--- src/rtl/eerrl_pkg.sv ---
`default_nettype none
// +----------------------------------------------------------------------------+
// | eerrl_pkg : shared sizing constants and scheduler FSM state encoding        |
// | Revision  : 1.0                                                             |
// +----------------------------------------------------------------------------+
package eerrl_pkg;

  localparam int WORD_WIDTH    = 16;
  localparam int MAX_NEIGHBORS = 16;

  typedef enum logic [2:0] {
    ST_IDLE = 3'd0,
    ST_SCAN = 3'd1,
    ST_SELF = 3'd2,
    ST_EVAL = 3'd3,
    ST_DONE = 3'd4
  } state_t;

endpackage
`default_nettype wire

--- src/rtl/energy_range_tracker.sv ---
`default_nettype none
// +----------------------------------------------------------------------------+
// | energy_range_tracker : running unsigned min/max of neighbor energies        |
// | Revision  : 1.0                                                             |
// +----------------------------------------------------------------------------+
module energy_range_tracker #(
  parameter int WIDTH = eerrl_pkg::WORD_WIDTH
) (
  input  logic             clk,
  input  logic             nrst,
  input  logic             init,
  input  logic [WIDTH-1:0] initEnergy,
  input  logic             update,
  input  logic [WIDTH-1:0] energy,
  output logic [WIDTH-1:0] rangeMin,
  output logic [WIDTH-1:0] rangeMax
);
  import eerrl_pkg::*;

  always_ff @(posedge clk or negedge nrst) begin
    if (!nrst) begin
      rangeMin <= '0;
      rangeMax <= '0;
    end else if (init) begin
      rangeMin <= initEnergy;
      rangeMax <= initEnergy;
    end else if (update) begin
      if (energy < rangeMin) rangeMin <= energy;
      if (energy > rangeMax) rangeMax <= energy;
    end
  end

endmodule
`default_nettype wire

--- src/rtl/qvalue_scheduler.sv ---
`default_nettype none
// +----------------------------------------------------------------------------+
// | qvalue_scheduler : scans the neighbor table, computes own Q-value and picks |
// |                    the highest-Q neighbor via an external datapath         |
// | Revision  : 1.0                                                             |
// +----------------------------------------------------------------------------+
module qvalue_scheduler #(
  parameter int WORD_WIDTH    = eerrl_pkg::WORD_WIDTH,
  parameter int MAX_NEIGHBORS = eerrl_pkg::MAX_NEIGHBORS,
  localparam int NIDX         = $clog2(MAX_NEIGHBORS)
) (
  input  logic                  clk,
  input  logic                  nrst,
  input  logic                  start,
  input  logic [NIDX:0]         neighbor_count,
  input  logic [WORD_WIDTH-1:0] myEnergy,
  input  logic [WORD_WIDTH-1:0] hopsFromSink,
  output logic                  tbl_rd_en,
  output logic [NIDX-1:0]       tbl_addr,
  input  logic [WORD_WIDTH-1:0] tbl_energy,
  input  logic [WORD_WIDTH-1:0] tbl_hops,
  output logic [WORD_WIDTH-1:0] qc_energy,
  output logic [WORD_WIDTH-1:0] qc_hops,
  output logic [WORD_WIDTH-1:0] qc_min,
  output logic [WORD_WIDTH-1:0] qc_max,
  input  logic [WORD_WIDTH-1:0] qc_qvalue,
  output logic                  busy,
  output logic                  done,
  output logic [WORD_WIDTH-1:0] my_qvalue,
  output logic                  best_valid,
  output logic [NIDX-1:0]       best_idx,
  output logic [WORD_WIDTH-1:0] best_qvalue
);
  import eerrl_pkg::*;

  localparam logic [NIDX:0] c_maxN = (NIDX+1)'(MAX_NEIGHBORS);

  state_t                r_state;
  logic [NIDX:0]         r_n;
  logic [WORD_WIDTH-1:0] r_myEnergy;
  logic [WORD_WIDTH-1:0] r_hops;
  logic                  r_selfPhase;
  logic                  r_rdPipe;
  logic [NIDX-1:0]       r_pipeIdx;
  logic                  r_qcValid;
  logic [NIDX-1:0]       r_qcIdx;
  logic                  r_bestLoaded;

  logic [NIDX:0]         w_nClamped;
  logic [NIDX-1:0]       w_lastIdx;
  logic                  w_accept;
  logic [WORD_WIDTH-1:0] w_rangeMin;
  logic [WORD_WIDTH-1:0] w_rangeMax;

  assign w_nClamped = (neighbor_count > c_maxN) ? c_maxN : neighbor_count;
  assign w_lastIdx  = NIDX'(r_n - 1'b1);
  assign w_accept   = (r_state == ST_IDLE) && start;

  // Range only follows table data returned during the first pass.
  energy_range_tracker #(
    .WIDTH(WORD_WIDTH)
  ) u_rangeTracker (
    .clk       (clk),
    .nrst      (nrst),
    .init      (w_accept),
    .initEnergy(myEnergy),
    .update    ((r_state == ST_SCAN) && r_rdPipe),
    .energy    (tbl_energy),
    .rangeMin  (w_rangeMin),
    .rangeMax  (w_rangeMax)
  );

  always_ff @(posedge clk or negedge nrst) begin
    if (!nrst) begin
      r_state      <= ST_IDLE;
      r_n          <= '0;
      r_myEnergy   <= '0;
      r_hops       <= '0;
      r_selfPhase  <= 1'b0;
      r_rdPipe     <= 1'b0;
      r_pipeIdx    <= '0;
      r_qcValid    <= 1'b0;
      r_qcIdx      <= '0;
      r_bestLoaded <= 1'b0;
      tbl_rd_en    <= 1'b0;
      tbl_addr     <= '0;
      qc_energy    <= '0;
      qc_hops      <= '0;
      qc_min       <= '0;
      qc_max       <= '0;
      busy         <= 1'b0;
      done         <= 1'b0;
      my_qvalue    <= '0;
      best_valid   <= 1'b0;
      best_idx     <= '0;
      best_qvalue  <= '0;
    end else begin
      r_rdPipe  <= tbl_rd_en;
      r_pipeIdx <= tbl_addr;
      r_qcValid <= 1'b0;
      done      <= 1'b0;

      // Shared read sequencer for both table passes.
      if ((r_state == ST_SCAN || r_state == ST_EVAL) && tbl_rd_en) begin
        if (tbl_addr == w_lastIdx) begin
          tbl_rd_en <= 1'b0;
          tbl_addr  <= '0;
        end else begin
          tbl_addr <= tbl_addr + 1'b1;
        end
      end

      case (r_state)
        ST_IDLE: begin
          if (start) begin
            r_n          <= w_nClamped;
            r_myEnergy   <= myEnergy;
            r_hops       <= hopsFromSink;
            r_selfPhase  <= 1'b0;
            r_bestLoaded <= 1'b0;
            busy         <= 1'b1;
            best_valid   <= 1'b0;
            if (w_nClamped != '0) begin
              r_state   <= ST_SCAN;
              tbl_rd_en <= 1'b1;
              tbl_addr  <= '0;
            end else begin
              r_state <= ST_SELF;
            end
          end
        end
        ST_SCAN: begin
          if (!tbl_rd_en) r_state <= ST_SELF;
        end
        ST_SELF: begin
          if (!r_selfPhase) begin
            qc_energy   <= r_myEnergy;
            qc_hops     <= r_hops;
            qc_min      <= w_rangeMin;
            qc_max      <= w_rangeMax;
            r_selfPhase <= 1'b1;
          end else begin
            my_qvalue   <= qc_qvalue;
            r_selfPhase <= 1'b0;
            if (r_n != '0) begin
              r_state   <= ST_EVAL;
              tbl_rd_en <= 1'b1;
              tbl_addr  <= '0;
            end else begin
              r_state <= ST_DONE;
              done    <= 1'b1;
              busy    <= 1'b0;
            end
          end
        end
        ST_EVAL: begin
          if (r_rdPipe) begin
            qc_energy <= tbl_energy;
            qc_hops   <= tbl_hops;
            r_qcIdx   <= r_pipeIdx;
            r_qcValid <= 1'b1;
          end
          if (r_qcValid) begin
            if (!r_bestLoaded || (qc_qvalue > best_qvalue)) begin
              best_idx    <= r_qcIdx;
              best_qvalue <= qc_qvalue;
            end
            r_bestLoaded <= 1'b1;
            if (r_qcIdx == w_lastIdx) begin
              r_state    <= ST_DONE;
              done       <= 1'b1;
              busy       <= 1'b0;
              best_valid <= 1'b1;
            end
          end
        end
        ST_DONE: r_state <= ST_IDLE;
        default: r_state <= ST_IDLE;
      endcase
    end
  end

endmodule
`default_nettype wire

--- config.mk ---
export PLATFORM = sky130hd
export DESIGN_NAME = qvalue_scheduler
export DESIGN_NICKNAME = d
export VERILOG_FILES = /design/src/rtl/eerrl_pkg.sv /design/src/rtl/energy_range_tracker.sv /design/src/rtl/qvalue_scheduler.sv
export SDC_FILE = /design/constraint.sdc
export NUM_CORES = 1
export LEC_CHECK = 0
export ABC_AREA = 1
export ABC_CLOCK_PERIOD_IN_PS = 2200
export CAP_MARGIN = 40
export CORE_MARGIN = 10
export CORE_UTILIZATION = 27
export CTS_CLUSTER_DIAMETER = 200
export CTS_CLUSTER_SIZE = 25
export DETAILED_ROUTE_END_ITERATION = 7
export PLACE_DENSITY = 0.59
export SYNTH_ARGS = -nofsm -noshare
export SYNTH_HDL_FRONTEND = slang
export SYNTH_SLANG_ARGS = --single-unit
--- constraint.sdc ---
create_clock -name clk -period 2.2 [get_ports clk]
set_clock_uncertainty 0.2 [all_clocks]
set_input_delay 0.44 -clock clk [delete_from_list [all_inputs] [get_ports clk]]
set_output_delay 0.44 -clock clk [all_outputs]
set_load 0.005 [all_outputs]
Yosys cells after proc, flatten, opt, wreduce, memory -nomap -nowiden --
Index checks and enable logic that the tools add are counted.
Storage, ports and cells: word-level logic and storage cells 129, output and inout port bits 108, input bits 88, bits in registers 192
Cells by class: order comparisons 4, multiplexer cells 56, equality and inequality tests 13, bitwise logic cells 1, reductions and logical operators 29, add/subtract/negate cells 2
Operators with widths (count):
- 16-bit 2-to-1 mux | 10
- 16-bit case mux with 2 select lines | 2
- 16-bit greater-than comparator | 2
- 4-bit 2-to-1 mux | 6
- 1-bit 2-to-1 mux | 22
- 3-bit 2-to-1 mux | 6
- 16-bit < comparator | 1
- 2-bit inequality test (second input constant) | 7
- 2-bit AND reduction | 7
- 3-bit case mux with 4 select lines | 1
- 2-bit nonzero test | 6
- 1-bit case mux with 2 select lines | 5
- 5-bit nonzero test | 2
- 3-bit AND reduction | 3
- 4-bit == test | 2
- 4-bit case mux with 2 select lines | 1
- 3-bit by 2-bit == test with 1-bit output (second input constant) | 2
- 6-bit AND reduction | 1
- 5-bit greater-than comparator (second input constant) | 1
- 5-bit 2-to-1 mux | 1
- 5-bit AND reduction | 1
- 4-bit by 1-bit adder with 4-bit output (second input constant) | 1
- 4-bit AND reduction | 1
- 4-bit by 1-bit subtractor with 4-bit output (second input constant) | 1
- 10 further kinds | 13

Depth between registers and ports, before layout --
word-level depth 7, depth in mapped cells 17, depth with buffers taken out 16

By module --
From an unflattened synthesis, not the netlist that was laid out.
Unflattened totals: cell total of the unflattened synthesis 1060, area total of the unflattened synthesis 9321.4 um2
By module, submodules not included:
- qvalue_scheduler | cells an instance 730, area an instance 6981.7 um2, instances 1, seq. area each 4003.8 um2
- energy_range_tracker | cells an instance 330, area an instance 2339.7 um2, instances 1, seq. area each 800.8 um2

Worst setup path after synthesis --
No wires, ideal clock.
path kind input to register, from in tbl_energy[5], to reg u_rangeTracker.rangeMin[10], required time 1.884 ns, slack 0.233 ns, data arrival time 1.651 ns, stages 12, library setup time 0.116 ns, buffers on the path 1, cell sequence ha_1 -> a21oi_1 -> nor2_1 -> nor3_1 -> nand2_1 -> nand2_1 -> nand2_1 -> nand2_2 -> nand2_2 -> buf_4 -> nand2_1 -> nand2_1
On the way: word-level cells in the longest chain between the ends 3
RTL lines:
- start, declared | RTL line qvalue_scheduler.sv:20 | input logic [WORD_WIDTH-1:0] tbl_energy,
- 16-bit < comparator | RTL line energy_range_tracker.sv:28 | if (energy < rangeMin) rangeMin <= energy;
- 2-bit nonzero test (no source line)
- 2-bit AND reduction (no source line)
- end signal, assigned | RTL line energy_range_tracker.sv:25 | rangeMin <= initEnergy;
- end signal, assigned | RTL line energy_range_tracker.sv:28
- end, declared | RTL line energy_range_tracker.sv:15 | output logic [WIDTH-1:0] rangeMin,
No other way between the ends. A chain may end at the register's enable or synchronous reset.

Worst setup path in the final report --
from in tbl_energy[8], to reg u_rangeTracker.rangeMin[15]
Same word-level chain as after synthesis.

==> impl_metrics.json <==
{
  "run_status": "finished clean",
  "gr-usage-all-layers": 0.140,
  "gp_congestion": 0.865,
  "maximum_number_of_pins_on_one_net_before_global_route_repair": 54,
  "post_route_standard_cell_area_excluding_fillers_sq_mm": 0.0127,
  "synth_seq_area_share": 0.528,
  "core_area_sq_mm": 0.0334,
  "pre_cts_worst_setup_slack_ps": -515,
  "worst_slack_ps": 42.3,
  "synth.top_cells.by_area": "sky130_fd_sc_hd__dfrtp_1 53%, sky130_fd_sc_hd__nand2_1 19%, sky130_fd_sc_hd__ha_1 6.7%, sky130_fd_sc_hd__nand3_1 3.6%, sky130_fd_sc_hd__inv_1 3.1%",
  "final_common_cell": "sky130_fd_sc_hd__nand2_1",
  "vdd_ir_drop_max_mv": 0.555,
  "tritoncts": "built",
  "clock_power_share": 0.174,
  "r2r_cells": 13,
  "hold_depth": 3,
  "yosys_most_used_dff": "sky130_fd_sc_hd__dfrtp_1",
  "critPathMaxStageDelay_ps": 490,
  "chipWidth_microns": 204,
  "timing.critical_path.to_type": "flip-flop",
  "critPathTopFamily": "buffers and inverters",
  "cts.htree.levels": 4,
  "worst_setup_hold_path_clk_slew_ps": 70,
  "ys_ff_latch": 192,
  "cell_type_with_the_highest_aggregate_area_in_the_netlist": "sky130_fd_sc_hd__dfrtp_1",
  "crit_required_ps": 2320,
  "route.antenna.remaining_nets": 0,
  "netSwitchingPower_w": 0.00709,
  "maxCapViolCount": 0,
  "post_route_drc": 0,
  "layout.filler_cells": 3355,
  "area_share_of_the_largest_cell_type_after_synthesis": 0.528,
  "final_hold_viol_count": 0,
  "power_report.internal_total_w": 0.0107,
  "fp-row-count": 67,
  "final_net_count": 1470,
  "io_buffers": 195,
  "r2r-start": "u_rangeTracker.rangeMax[3]",
  "worst_slew_margin_rel": 0.672,
  "layout_min_cycle_time_ps": 2160,
  "cts-buffers-inserted": 17,
  "globalRoute.totalOverflow": 0,
  "grt_antenna_before_repair": 1,
  "yosysWarnings": 0,
  "maxSlewViolCount": 0,
  "power.share.sequential": 0.346,
  "drt_pre_antenna_iters": 5,
  "cp_common_cell": "sky130_fd_sc_hd__nand2_1",
  "min_period_over_period": 0.981,
  "floorplan.die_area_sq_mm": 0.0414,
  "max-clock-path-buffers": 2,
  "startpoint_type_of_the_worst_setup_path": "input pin",
  "vias": 8022,
  "area_delta_synth_final_pct": 40.2,
  "io_pins": 196,
  "setup-violations-final": 0,
  "hold-path-endpoint": "my_qvalue[14]",
  "total_wire_length_after_detailed_routing_microns": 29100,
  "switching_part_of_the_total_power": 0.399,
  "path_buf_inv": 3,
  "global_route_wire_length_before_repair_microns": 45500,
  "synth_cell_type_count": 34,
  "clk-insertion-delay-late_ps": 440,
  "synth_cells": 1092,
  "post_drt_via_cell_ratio": 4.47,
  "grt_pass1_vias": 7999,
  "place.detailed.hpwl_microns": 22200,
  "syn-mean-instance-area_sq_um": 8.33,
  "timing.critical_path.arrival_ps": 2280,
  "wl_per_cell_microns": 16.2,
  "p_leak_nw": 6.28,
  "power.density_cell_area_mw_per_mm2": 1390,
  "postPlaceCellArea_sq_mm": 0.0120,
  "count_of_flip_flops_with_a_built_in_enable_after_synthesis": 0,
  "syn-cell-area_sq_mm": 0.00909,
  "hold_path.startpoint": "qc_qvalue[14]",
  "max_freq_mhz": 463,
  "worstSetupPathType": "input pin to flip-flop",
  "postSynth.asyncResetShare": 1.00,
  "die_h_microns": 204,
  "max_slew.worst_pin.slew_ps": 492,
  "p_total_w": 0.0178,
  "rrSetupSlack_ps": 110,
  "timing.critical_path.cells": "clkdlybuf4s50_1 -> ha_1 -> nand2_1 -> nor4_2 -> buf_4 -> nand2_1 -> nand2_1 -> nand2_4 -> buf_6 -> nand3_1 -> nand2_1",
  "clockRootBuffer": "sky130_fd_sc_hd__clkbuf_16",
  "power_frac_comb": 0.480,
  "clkSinkCount": 192,
  "synth.net_count": 1229,
  "timing.rr.end": "u_rangeTracker.rangeMax[14]",
  "most_frequent_cells_in_the_layout": "452 x sky130_fd_sc_hd__nand2_1, 192 x sky130_fd_sc_hd__dfrtp_1, 188 x sky130_fd_sc_hd__clkdlybuf4s50_1",
  "detail_route.iter0.violations": 462,
  "timing.critical_path.fanout_max": 8,
  "layout-drive-gt1-share": 0.106,
  "worstHoldPathType": "input pin to flip-flop",
  "timing.critical_path.slowest_stage_cell": "sky130_fd_sc_hd__clkdlybuf4s50_1",
  "initial_utilization": 0.273
}
[cells by family after synthesis]
| group | after synthesis | share of synthesized area |
|---|---|---|
| AOI/OAI and AO/OA | 111 | 0.0686 |
| and+or+nand+nor | 603 | 0.267 |
| buffers and inverters | 126 | 0.0578 |
| adders and majority gates | 49 | 0.0674 |
| xor gates and xnor gates | 9 | 0.00867 |
| DFF | 192 | 0.528 |
| muxes | 2 | 0.00248 |
[stage by stage]
step / instances / TNS (ps) / hold slack (ps) / util
final: 1795 / 0 / 128 / 0.382
after global routing: 1795 / -811 / 135 / 0.382
after CTS: 1794 / 0 / 248 / 0.378
after detailed placement: 1761 / -22850 / 228 / 0.360
after global placement: 1761 / -20230 / 212 / 0.360
after floorplan: 1092 / 0 / -55.6 / -
[worst register-to-register path, delay by kind of cell (launching register included)]
kind	cells	cell delay [ps]
AO/OA/AOI/OAI	2	280
adder cells (fa/ha/maj)	1	310
buffers and inverters	2	210
flip-flops	1	360
AND/OR/NAND/NOR	8	610
[layout make-up]
class	instances	area (sq um)	area share
Multi-Input combinational cell	774	3880	0.305
Sequential cell	192	4800	0.377
Tap cell	448	561	0.0440
Clock inverter	15	153	0.0120
Clock buffer	17	425	0.0334
Antenna cell	1	2.50	0.000196
Inverter	83	312	0.0244
Timing Repair Buffer	265	2610	0.205
[cells in the mapped netlist, types with 2 or more instances]
cell                       count
sky130_fd_sc_hd__xor2_1        8
sky130_fd_sc_hd__inv_1        76
sky130_fd_sc_hd__nand3_1      65
sky130_fd_sc_hd__a31oi_1      34
sky130_fd_sc_hd__nand2_1     459
sky130_fd_sc_hd__a21o_1        2
sky130_fd_sc_hd__nand2_4       2
sky130_fd_sc_hd__nand4_1       6
sky130_fd_sc_hd__ha_1         49
sky130_fd_sc_hd__mux2_2        2
sky130_fd_sc_hd__nor4_1        2
sky130_fd_sc_hd__a21oi_1      25
sky130_fd_sc_hd__clkbuf_1     18
sky130_fd_sc_hd__buf_2        18
sky130_fd_sc_hd__nor2_1       56
sky130_fd_sc_hd__nand2_2       6
sky130_fd_sc_hd__o22ai_1       2
sky130_fd_sc_hd__o21ai_0      44
sky130_fd_sc_hd__nor2_4        2
sky130_fd_sc_hd__buf_4         4
sky130_fd_sc_hd__inv_2         7
sky130_fd_sc_hd__buf_6         2
sky130_fd_sc_hd__dfrtp_1     192
[routing by layer]
layer | GRT usage | vias to the layer above | part of all wire | wire length, microns
met4 | 0.0413 | 0 | 0.018 | 518
met2 | 0.223 | 205 | 0.46 | 13500
li1 | - | 3961 | - | -
met1 | 0.183 | 3834 | 0.46 | 13500
met5 | 0 | - | 0 | 0
met3 | 0.0357 | 22 | 0.056 | 1630
[power groups by stage]
stage               Combinational [W]  Sequential [W]  Clock (W)
finish                        0.00853         0.00615    0.00309
global placement              0.00827         0.00616          0
global route                  0.00964         0.00637    0.00332
floorplan                     0.00451         0.00607          0
CTS                           0.00849         0.00616    0.00318
detailed placement            0.00843         0.00620          0
[worst max path at each step]
| stage | start | end | slack (ps) | cells past startpoint |
|---|---|---|---|---|
| floorplan | tbl_energy[5] | u_rangeTracker.rangeMin[10] | 230 | 12 |
| global placement | tbl_energy[7] | u_rangeTracker.rangeMin[0] | -470 | 12 |
| detailed placement | tbl_energy[7] | u_rangeTracker.rangeMin[2] | -520 | 12 |
| CTS | tbl_energy[11] | u_rangeTracker.rangeMax[15] | 30 | 12 |
| global route | tbl_energy[8] | u_rangeTracker.rangeMin[8] | -70 | 11 |
| finish | tbl_energy[8] | u_rangeTracker.rangeMin[15] | 40 | 11 |
[flip-flops by register name, indices dropped and copies added, names as in the netlist, 4 cells and up]
name                     cells
best_qvalue                 16
tbl_addr                     4
r_myEnergy                  16
qc_min                      16
best_idx                     4
u_rangeTracker.rangeMax     16
r_pipeIdx                    4
r_hops                      16
qc_max                      16
r_n                          5
r_qcIdx                      4
my_qvalue                   16
qc_hops                     16
qc_energy                   16
u_rangeTracker.rangeMin     16
[repair_timing]
action,CTS,global route
endpoints found under the setup margin,24,52
hold buffers,1,0
hold endpoints to repair,49,0
buffers inserted,0,0
resized for setup,2,30
pin swaps,0,7
(Power assumes the default switching activity.)
